<file path="config.mk">
export PLATFORM = sky130hd
export DESIGN_NAME = jtag_tap_controller
export DESIGN_NICKNAME = d
export VERILOG_FILES = /design/src/rtl/jtag_pkg.sv /design/src/rtl/jtag_tap_controller_synchronizer.sv /design/src/rtl/jtag_tap_controller.sv
export SDC_FILE = /design/constraint.sdc
export NUM_CORES = 1
export LEC_CHECK = 0
export ABC_AREA = 1
export CORE_ASPECT_RATIO = 1.2
export CORE_UTILIZATION = 43
export DETAILED_ROUTE_END_ITERATION = 12
export PLACE_DENSITY = 0.69
export SYNTH_ARGS = -nofsm -noshare
export SYNTH_HDL_FRONTEND = slang
export SYNTH_HIERARCHICAL = 1
export SYNTH_SLANG_ARGS = --single-unit
</file>
<file path="constraint.sdc">
create_clock -name clk -period 1.3 [get_ports clk]
set_input_delay 0.13 -clock clk [delete_from_list [all_inputs] [get_ports clk]]
set_output_delay 0.13 -clock clk [all_outputs]
set_load 0.1 [all_outputs]
</file>
<file path="src/rtl/jtag_pkg.sv">
// Shared TAP definitions: state encoding and standard opcode values.
package jtag_pkg;

  typedef enum logic [3:0] {
    TEST_LOGIC_RESET = 4'h0,
    IDLE             = 4'h1,
    SELECT_DR        = 4'h2,
    CAPTURE_DR       = 4'h3,
    SHIFT_DR         = 4'h4,
    EXIT1_DR         = 4'h5,
    PAUSE_DR         = 4'h6,
    EXIT2_DR         = 4'h7,
    UPDATE_DR        = 4'h8,
    SELECT_IR        = 4'h9,
    CAPTURE_IR       = 4'hA,
    SHIFT_IR         = 4'hB,
    EXIT1_IR         = 4'hC,
    PAUSE_IR         = 4'hD,
    EXIT2_IR         = 4'hE,
    UPDATE_IR        = 4'hF
  } jtag_tap_state_t;

  // Opcodes for the default 4-bit instruction register.
  localparam logic [3:0] JTAG_BYPASS_INST = 4'hF;
  localparam logic [3:0] JTAG_IDCODE_INST = 4'h0;

endpackage

</file>
<file path="src/rtl/jtag_tap_controller_synchronizer.sv">
// Two-flop synchronizer bringing a bundle of asynchronous pins into clk.
module jtag_tap_controller_synchronizer #(
  parameter int WIDTH = 4
) (
  input  logic             clk,
  input  logic             reset,
  input  logic [WIDTH-1:0] d,
  output logic [WIDTH-1:0] q
);

  logic [WIDTH-1:0] meta;

  // First stage may go metastable; second stage gives a settled copy.
  always_ff @(posedge clk or posedge reset) begin
    if (reset) begin
      meta <= '0;
      q    <= '0;
    end else begin
      meta <= d;
      q    <= meta;
    end
  end

endmodule

</file>
<file path="src/rtl/jtag_tap_controller.sv">
// IEEE 1149.1 TAP controller oversampled in the clk domain.
// Optional feature macro: JTAG_TAP_IDCODE_EN builds the 32-bit IDCODE
// register and makes IDCODE the reset instruction; without it the reset
// instruction is BYPASS and the IDCODE opcode selects the user DR.
// Handshake: capture_dr / shift_dr / update_dr are single-clk strobes with no
// backpressure; data_shift_in is valid in the clk where shift_dr is high, and
// data_shift_out must present the user DR LSB whenever the TAP may sample it.
module jtag_tap_controller
  import jtag_pkg::*;
#(
  parameter int                  IR_WIDTH    = 4,
  parameter logic [31:0]         JTAG_ID     = 32'h4d20dffb,
  parameter logic [IR_WIDTH-1:0] IDCODE_INST = JTAG_IDCODE_INST
) (
  input  logic                clk,
  input  logic                reset,
  input  logic                jtag_tck,
  input  logic                jtag_tms,
  input  logic                jtag_tdi,
  input  logic                jtag_trst,
  output logic                jtag_tdo,
  output logic [IR_WIDTH-1:0] instruction,
  output logic                capture_dr,
  output logic                shift_dr,
  output logic                update_dr,
  output logic                data_shift_in,
  input  logic                data_shift_out
);

  // All-ones at any IR width.
  localparam logic [IR_WIDTH-1:0] BYPASS_INST = {IR_WIDTH{JTAG_BYPASS_INST[0]}};
  localparam logic [IR_WIDTH-1:0] IR_CAPTURE  = IR_WIDTH'(2'b01);
`ifdef JTAG_TAP_IDCODE_EN
  localparam logic [IR_WIDTH-1:0] RESET_INST  = IDCODE_INST;
`else
  localparam logic [IR_WIDTH-1:0] RESET_INST  = BYPASS_INST;
`endif

  logic [3:0]          sync_q;
  logic                tck_s, tms_s, tdi_s, trst_s;
  logic                tck_prev, tck_rise, tck_fall;
  jtag_tap_state_t     state, state_next;
  logic [IR_WIDTH-1:0] ir_shift;
  logic                bypass_reg;
  logic                is_bypass, is_idcode, user_sel;
  logic                idcode_lsb, dr_lsb;

  jtag_tap_controller_synchronizer #(.WIDTH(4)) u_sync (
    .clk   (clk),
    .reset (reset),
    .d     ({jtag_trst, jtag_tdi, jtag_tms, jtag_tck}),
    .q     (sync_q)
  );

  assign {trst_s, tdi_s, tms_s, tck_s} = sync_q;
  assign tck_rise      = tck_s & ~tck_prev;
  assign tck_fall      = ~tck_s & tck_prev;
  assign data_shift_in = tdi_s;

  // Delayed tck copy for edge detection.
  always_ff @(posedge clk or posedge reset) begin
    if (reset) tck_prev <= 1'b0;
    else       tck_prev <= tck_s;
  end

  // TAP state register: advances only on a detected tck rising edge.
  always_ff @(posedge clk or posedge reset) begin
    if (reset)         state <= TEST_LOGIC_RESET;
    else if (trst_s)   state <= TEST_LOGIC_RESET;
    else if (tck_rise) state <= state_next;
  end

  // Standard 1149.1 transition graph keyed by synchronized tms.
  always_comb begin
    state_next = state;
    case (state)
      TEST_LOGIC_RESET: state_next = tms_s ? TEST_LOGIC_RESET : IDLE;
      IDLE:             state_next = tms_s ? SELECT_DR : IDLE;
      SELECT_DR:        state_next = tms_s ? SELECT_IR : CAPTURE_DR;
      CAPTURE_DR:       state_next = tms_s ? EXIT1_DR  : SHIFT_DR;
      SHIFT_DR:         state_next = tms_s ? EXIT1_DR  : SHIFT_DR;
      EXIT1_DR:         state_next = tms_s ? UPDATE_DR : PAUSE_DR;
      PAUSE_DR:         state_next = tms_s ? EXIT2_DR  : PAUSE_DR;
      EXIT2_DR:         state_next = tms_s ? UPDATE_DR : SHIFT_DR;
      UPDATE_DR:        state_next = tms_s ? SELECT_DR : IDLE;
      SELECT_IR:        state_next = tms_s ? TEST_LOGIC_RESET : CAPTURE_IR;
      CAPTURE_IR:       state_next = tms_s ? EXIT1_IR  : SHIFT_IR;
      SHIFT_IR:         state_next = tms_s ? EXIT1_IR  : SHIFT_IR;
      EXIT1_IR:         state_next = tms_s ? UPDATE_IR : PAUSE_IR;
      PAUSE_IR:         state_next = tms_s ? EXIT2_IR  : PAUSE_IR;
      EXIT2_IR:         state_next = tms_s ? UPDATE_IR : SHIFT_IR;
      UPDATE_IR:        state_next = tms_s ? SELECT_DR : IDLE;
      default:          state_next = TEST_LOGIC_RESET;
    endcase
  end

  // User DR strobes: capture/shift on the rising edge in the state, update on
  // the falling edge in UPDATE_DR; they live in different states so they can
  // never overlap, and tck edges last one clk so each strobe is one clk wide.
  always_comb begin
    capture_dr = 1'b0;
    shift_dr   = 1'b0;
    update_dr  = 1'b0;
    if (user_sel && !trst_s) begin
      capture_dr = tck_rise && (state == CAPTURE_DR);
      shift_dr   = tck_rise && (state == SHIFT_DR);
      update_dr  = tck_fall && (state == UPDATE_DR);
    end
  end

  assign is_bypass = (instruction == BYPASS_INST);
  assign user_sel  = !is_bypass && !is_idcode;

  // IR capture/shift on rising edges; instruction committed on the falling
  // edge in UPDATE_IR and pinned to the reset opcode while in reset state.
  always_ff @(posedge clk or posedge reset) begin
    if (reset) begin
      ir_shift    <= '0;
      instruction <= RESET_INST;
    end else if (trst_s) begin
      ir_shift    <= '0;
      instruction <= RESET_INST;
    end else begin
      if (tck_rise && state == CAPTURE_IR)
        ir_shift <= IR_CAPTURE;
      else if (tck_rise && state == SHIFT_IR)
        ir_shift <= {tdi_s, ir_shift[IR_WIDTH-1:1]};
      if (state == TEST_LOGIC_RESET)
        instruction <= RESET_INST;
      else if (tck_fall && state == UPDATE_IR)
        instruction <= ir_shift;
    end
  end

  // One-bit BYPASS register: captures 0, then acts as a single-stage delay.
  always_ff @(posedge clk or posedge reset) begin
    if (reset)                                        bypass_reg <= 1'b0;
    else if (trst_s)                                  bypass_reg <= 1'b0;
    else if (tck_rise && is_bypass && state == CAPTURE_DR) bypass_reg <= 1'b0;
    else if (tck_rise && is_bypass && state == SHIFT_DR)   bypass_reg <= tdi_s;
  end

`ifdef JTAG_TAP_IDCODE_EN
  logic [31:0] idcode_reg;

  assign is_idcode  = !is_bypass && (instruction == IDCODE_INST);
  assign idcode_lsb = idcode_reg[0];

  // IDCODE register: captures the device ID, shifts right with tdi at MSB.
  always_ff @(posedge clk or posedge reset) begin
    if (reset)                                             idcode_reg <= '0;
    else if (trst_s)                                       idcode_reg <= '0;
    else if (tck_rise && is_idcode && state == CAPTURE_DR) idcode_reg <= JTAG_ID;
    else if (tck_rise && is_idcode && state == SHIFT_DR)   idcode_reg <= {tdi_s, idcode_reg[31:1]};
  end
`else
  logic unused_idcode_params;

  assign is_idcode            = 1'b0;
  assign idcode_lsb           = 1'b0;
  assign unused_idcode_params = ^{JTAG_ID, IDCODE_INST};
`endif

  assign dr_lsb = is_bypass ? bypass_reg : (is_idcode ? idcode_lsb : data_shift_out);

  // tdo changes only on falling tck edges so the host sees it stable on rise.
  always_ff @(posedge clk or posedge reset) begin
    if (reset)         jtag_tdo <= 1'b0;
    else if (trst_s)   jtag_tdo <= 1'b0;
    else if (tck_fall) begin
      if (state == SHIFT_IR)      jtag_tdo <= ir_shift[0];
      else if (state == SHIFT_DR) jtag_tdo <= dr_lsb;
    end
  end

endmodule

</file>
# ---- After elaboration in Yosys (flattened, before gate mapping)
# Cells that the tools add are included.
dict set report totals {
  regBits 23
  input_bits 7
  output_inout_bits 9
  elab_cells 83
}
dict set report op_classes {
  n_eq_ne 16
  mux 32
  bitwise 4
  reduce_logical 23
}
# operator n
set op_table {}
lappend op_table {{$mux 4} 12}
lappend op_table {{$pmux 4 s12} 1}
lappend op_table {{$eq 4x4->1 const B} 9}
lappend op_table {{$eq 4x3->1 const B} 4}
lappend op_table {{$mux 1} 14}
lappend op_table {{$reduce_bool 3->1} 4}
lappend op_table {{$logic_and 1x1->1} 10}
lappend op_table {{$eq 4x2->1 const B} 2}
lappend op_table {{$mux 2} 3}
lappend op_table {{$mux 3} 2}
lappend op_table {{$eq 4x1->1 const B} 1}
lappend op_table {{$logic_not 4->1} 1}
lappend op_table {{$reduce_bool 2->1} 2}
lappend op_table {{$reduce_or 2->1} 2}
lappend op_table {{$reduce_or 3->1} 1}
lappend op_table {{$and 1x1->1} 2}
lappend op_table {{$logic_not 1->1} 2}
lappend op_table {{$not 1->1} 2}
lappend op_table {{$reduce_and 2->1} 1}

# ---- Logic depth before layout (Yosys ltp)
dict set report logic_depth {
  ltp_word 7
  mapped_depth 10
  mapped_depth_nobuf 9
}

# ---- Cells and area by module
# The synthesis kept the hierarchy.
# mod instances cells_each area_per_inst_um2 seq_area_each_um2
set modules_own_cells {}
lappend modules_own_cells {jtag_tap_controller 1 151 980.9 380.4}
lappend modules_own_cells {jtag_tap_controller_synchronizer 1 9 203.9 200.2}

# ---- Worst setup path before layout
# Ideal clock, no wire load.
dict set report synth_path {
  path_kind {reg-to-output}
  from {register state[1]}
  to {output update_dr}
  t_arrival_ps 3560
  t_required_ps 1170
  setup_slack_ps -2390
  stages_incl_launch_ff 5
  n_path_buf 1
  path_cell_list {dfrtp_1 -> buf_4 -> nor2_1 -> nand2_1 -> nor4_1}
}
dict set report synth_via {
  elab_chain_cells 3
}
# item line
set synth_lines {}
lappend synth_lines {{start, declared} jtag_tap_controller.sv:42} ;# jtag_tap_state_t state, state_next;
lappend synth_lines {{start signal, assigned} jtag_tap_controller.sv:70} ;# else if (tck_rise) state <= state_next;
lappend synth_lines {{$eq 4x4->1} jtag_tap_controller.sv:107} ;# update_dr = tck_fall && (state == UPDATE_DR);
lappend synth_lines {{$logic_and 1x1->1} jtag_tap_controller.sv:107}
lappend synth_lines {{$mux 1} jtag_tap_controller.sv:104} ;# if (user_sel && !trst_s) begin
lappend synth_lines {{end, declared} jtag_tap_controller.sv:25} ;# output logic update_dr,
# No other way between the ends.

# ---- Final worst setup path
dict set report layout_path {
  from {register instruction[0]}
  to {output update_dr}
}
dict set report layout_via {
  elab_chain_cells 4
}
# item line
set layout_lines {}
lappend layout_lines {{start, declared} jtag_tap_controller.sv:22} ;# output logic [IR_WIDTH-1:0] instruction,
lappend layout_lines {{start signal, assigned} jtag_tap_controller.sv:131} ;# instruction <= ir_shift;
lappend layout_lines {{$eq 4x4->1} jtag_tap_controller.sv:111} ;# assign is_bypass = (instruction == BYPASS_INST);
lappend layout_lines {{$logic_not 1->1} jtag_tap_controller.sv:112} ;# assign user_sel = !is_bypass && !is_idcode;
lappend layout_lines {{$logic_and 1x1->1} jtag_tap_controller.sv:104}
lappend layout_lines {{$mux 1} jtag_tap_controller.sv:104}
# No other way between the ends.

==> metrics.md <==
| Metric | Value |
|---|---|
| Outcome | finished, violations left |
| Failing checks | setup timing |
| Initial Util | 0.4597 |
| Worst slack at placement | -0.1792 ns |
| First-pass GRT wire length | between 5000 and 6000 um |
| Share of layout cells above drive strength 1 | 0.4834 |
| Register bit total from synthesis | 23 |
| Worst r2r path cells | 9 |
| Die Wd | 49.92 um |
| Setup TNS | -2.375 ns |
| Io pins | 16 |
| WL final | 3845 um |
| CTS tree | done |
| Synth warn | 6 |
| Largest area contributor in the netlist | dfrtp_1 |
| Nets@finish | 219 |
| Via/cell ratio | approximately 5.3 |
| GRT overflow | 0 |
| Total vias in the final route | 1,303 |
| Top cell type's share of synthesized area | 0.4013 |
| WS Path Type | flop to primary output |
| Sink Count | 23 |
| Post-synth EDFFs | 0 |
| Synth Instances | 160 |
| Hold Path Class | input port to asynchronous set/reset pin |
| Clock Path Buffers | 2 |
| Crit path launch type | flop |
| Pleak | about 1.1 nW |
| Final hold vios | 0 |
| Util after Layout | 0.7830 |
| Pin count of the biggest net entering global routing | 16 |
| DRC Markers | 0 |
| DP HPWL | 2478 um |
| WP data arrival | 1.61 ns |
| TritonCTS buffer count | 3 |
| Top cells by area, synth | dfrtp_1, nand2_1, dfstp_2, inv_1, nor2_1 |
| Fmax | around 570 MHz |
| Cell Area, Synth | 1185 um^2 |
| Finish-stage setup viols | 16 |
| Number of port buffers | 15 |
| Vias in the first global route | 1,244 |
| Drt pass-1 iters | 4 |
| Initial antenna violation count | 0 |
| RSZ-0062 raised after global routing | yes |
| Row count | 20 |
| Minimum clock period | 1.740 ns |
| Gr usage total | 0.2540 |
| Layout area overhead | 70.33% |
| Slew Viols, Final | 0 |
| Worst-margin pin slew | 0.3277 ns |
| Top-count cell post-synth | nand2_1 |
| Hold Buf Count CTS | 0 |
| Syn Nets | 167 |
| Die Y | a little under 60 um |
| Initial DRC count | 30 |
| Clock-pin slew on the worst setup and hold paths | 0.13 ns |
| CP endpoint kind | primary output |
| Gp weighted congestion | 0.9880 |
| Final worst slack | -0.4402 ns |
| Final ANT Viol Nets | 0 |
| Asr flop ratio synth | 1.000 |
| Avg Cell Area, Syn | 7.406 um^2 |
| Worst skew pair latency | 0.31 ns |
| Req. time, crit path | 1.17 ns |
| Seq/Total Area, Yosys | 0.4900 |
| Root Driver | clkbuf_4 |
| Min Hold Slack | 0.07364 ns |
| Core area | between 2000 and 3000 um^2 |
| Critical path fanouts, max | 3 |
| PwrDens | 604.4 nW/um^2 |
| DIE AREA | 2970 um^2 |
| Max-Cap Viols | 0 |
| Ant. Diodes | 0 |
| Synth Flop Type | dfrtp_1 |
| Clock skew | about 0.0079 ns |
| WL/cell | 15.76 um |
| Synth cell count leaders | nand2_1, inv_1, nor2_1 |
| H-Tree Depth | 1 |
| Max rail drop VDD | 0.9318 mV |
| Slew margin rel. | 0.7807 |
| Synth unique cells | 23 |
| Tcrit/Tclk final | 1.339 |
[cell type report]
type,instances,area (um^2)
multi-input combinational,110,713.2
tap,33,41.29
inverter,26,100.1
fill,167,559.3
clock inverter,1,5.005
timing repair buffer,48,536.8
sequential,23,599.3
clock buffer,3,22.52
[stage by stage]
| step | power, W | cell area (um^2) | instances |
|---|---|---|---|
| floorplan | 0.0008099 | 1270 | 160 |
| global placement | 0.0008696 | 1694 | 227 |
| detailed placement | 0.0008730 | 1694 | 227 |
| CTS | 0.001202 | 1892 | 240 |
| global route | 0.001251 | 2018 | 244 |
| finish | 0.001220 | 2018 | 244 |
[worst max-delay path, cell delays in order, from the launching register on]
cell	delay (ns)
dfstp_4	0.51
nand2_4	0.08
nor2_4	0.04
buf_6	0.12
nor4_4	0.33
buf_12	0.22
[cells in the final DEF (no fill, tap or decap), types with 9 or more instances in the layout]
cell     synthesis  layout
buf_4            1      20
nor2_1          22       9
inv_1           24      19
dfrtp_1         19      16
buf_6            0      13
buf_12           0       9
nand2_1         52      37
[metal layers]
metal | wire length [um] | up-vias | global-route usage
li1 | - | 612 | -
met1 | 1543 | 633 | 0.3101
met2 | 2108 | 52 | 0.4768
met3 | 150 | 6 | 0.02308
met4 | 43 | 0 | 0.06531
met5 | 0 | - | 0
[cells by family (layout without fill, tap and decap cells)]
kind of cell    Yosys count  in the layout  synth area share
flops                    23             23            0.4900
simple gates             90             90            0.3136
buf+inv                  27             78           0.08871
compound gates           20             20            0.1077
[power by group]
group / switching, W / internal, W / total [W]
registers: 0.0000117 / 0.000731 / 0.000743
clock network: 0.000224 / 0.000115 / 0.000339
logic: 0.0000852 / 0.0000526 / 0.000138
total: 0.000321 / 0.000899 / 0.00122
[path summary, 6_finish.rpt]
path / start / to / slack, ns
min reg2reg: u_sync/meta[3] / u_sync/q[3] / 0.37
max reg2reg: instruction[3] / bypass_reg / -0.21
max: instruction[0] / update_dr / -0.44
min in group clk: jtag_trst / u_sync/meta[3] / 0.24
max in group asynchronous: reset / instruction[2] / 0.93
min: reset / u_sync/meta[3] / 0.07
[repair_timing]
action,in CTS,in global routing
buffers inserted,9,5
resized for setup,31,31
endpoints found under the setup margin,13,21
pin swaps,7,15
Power figures use the tool's default switching activity.
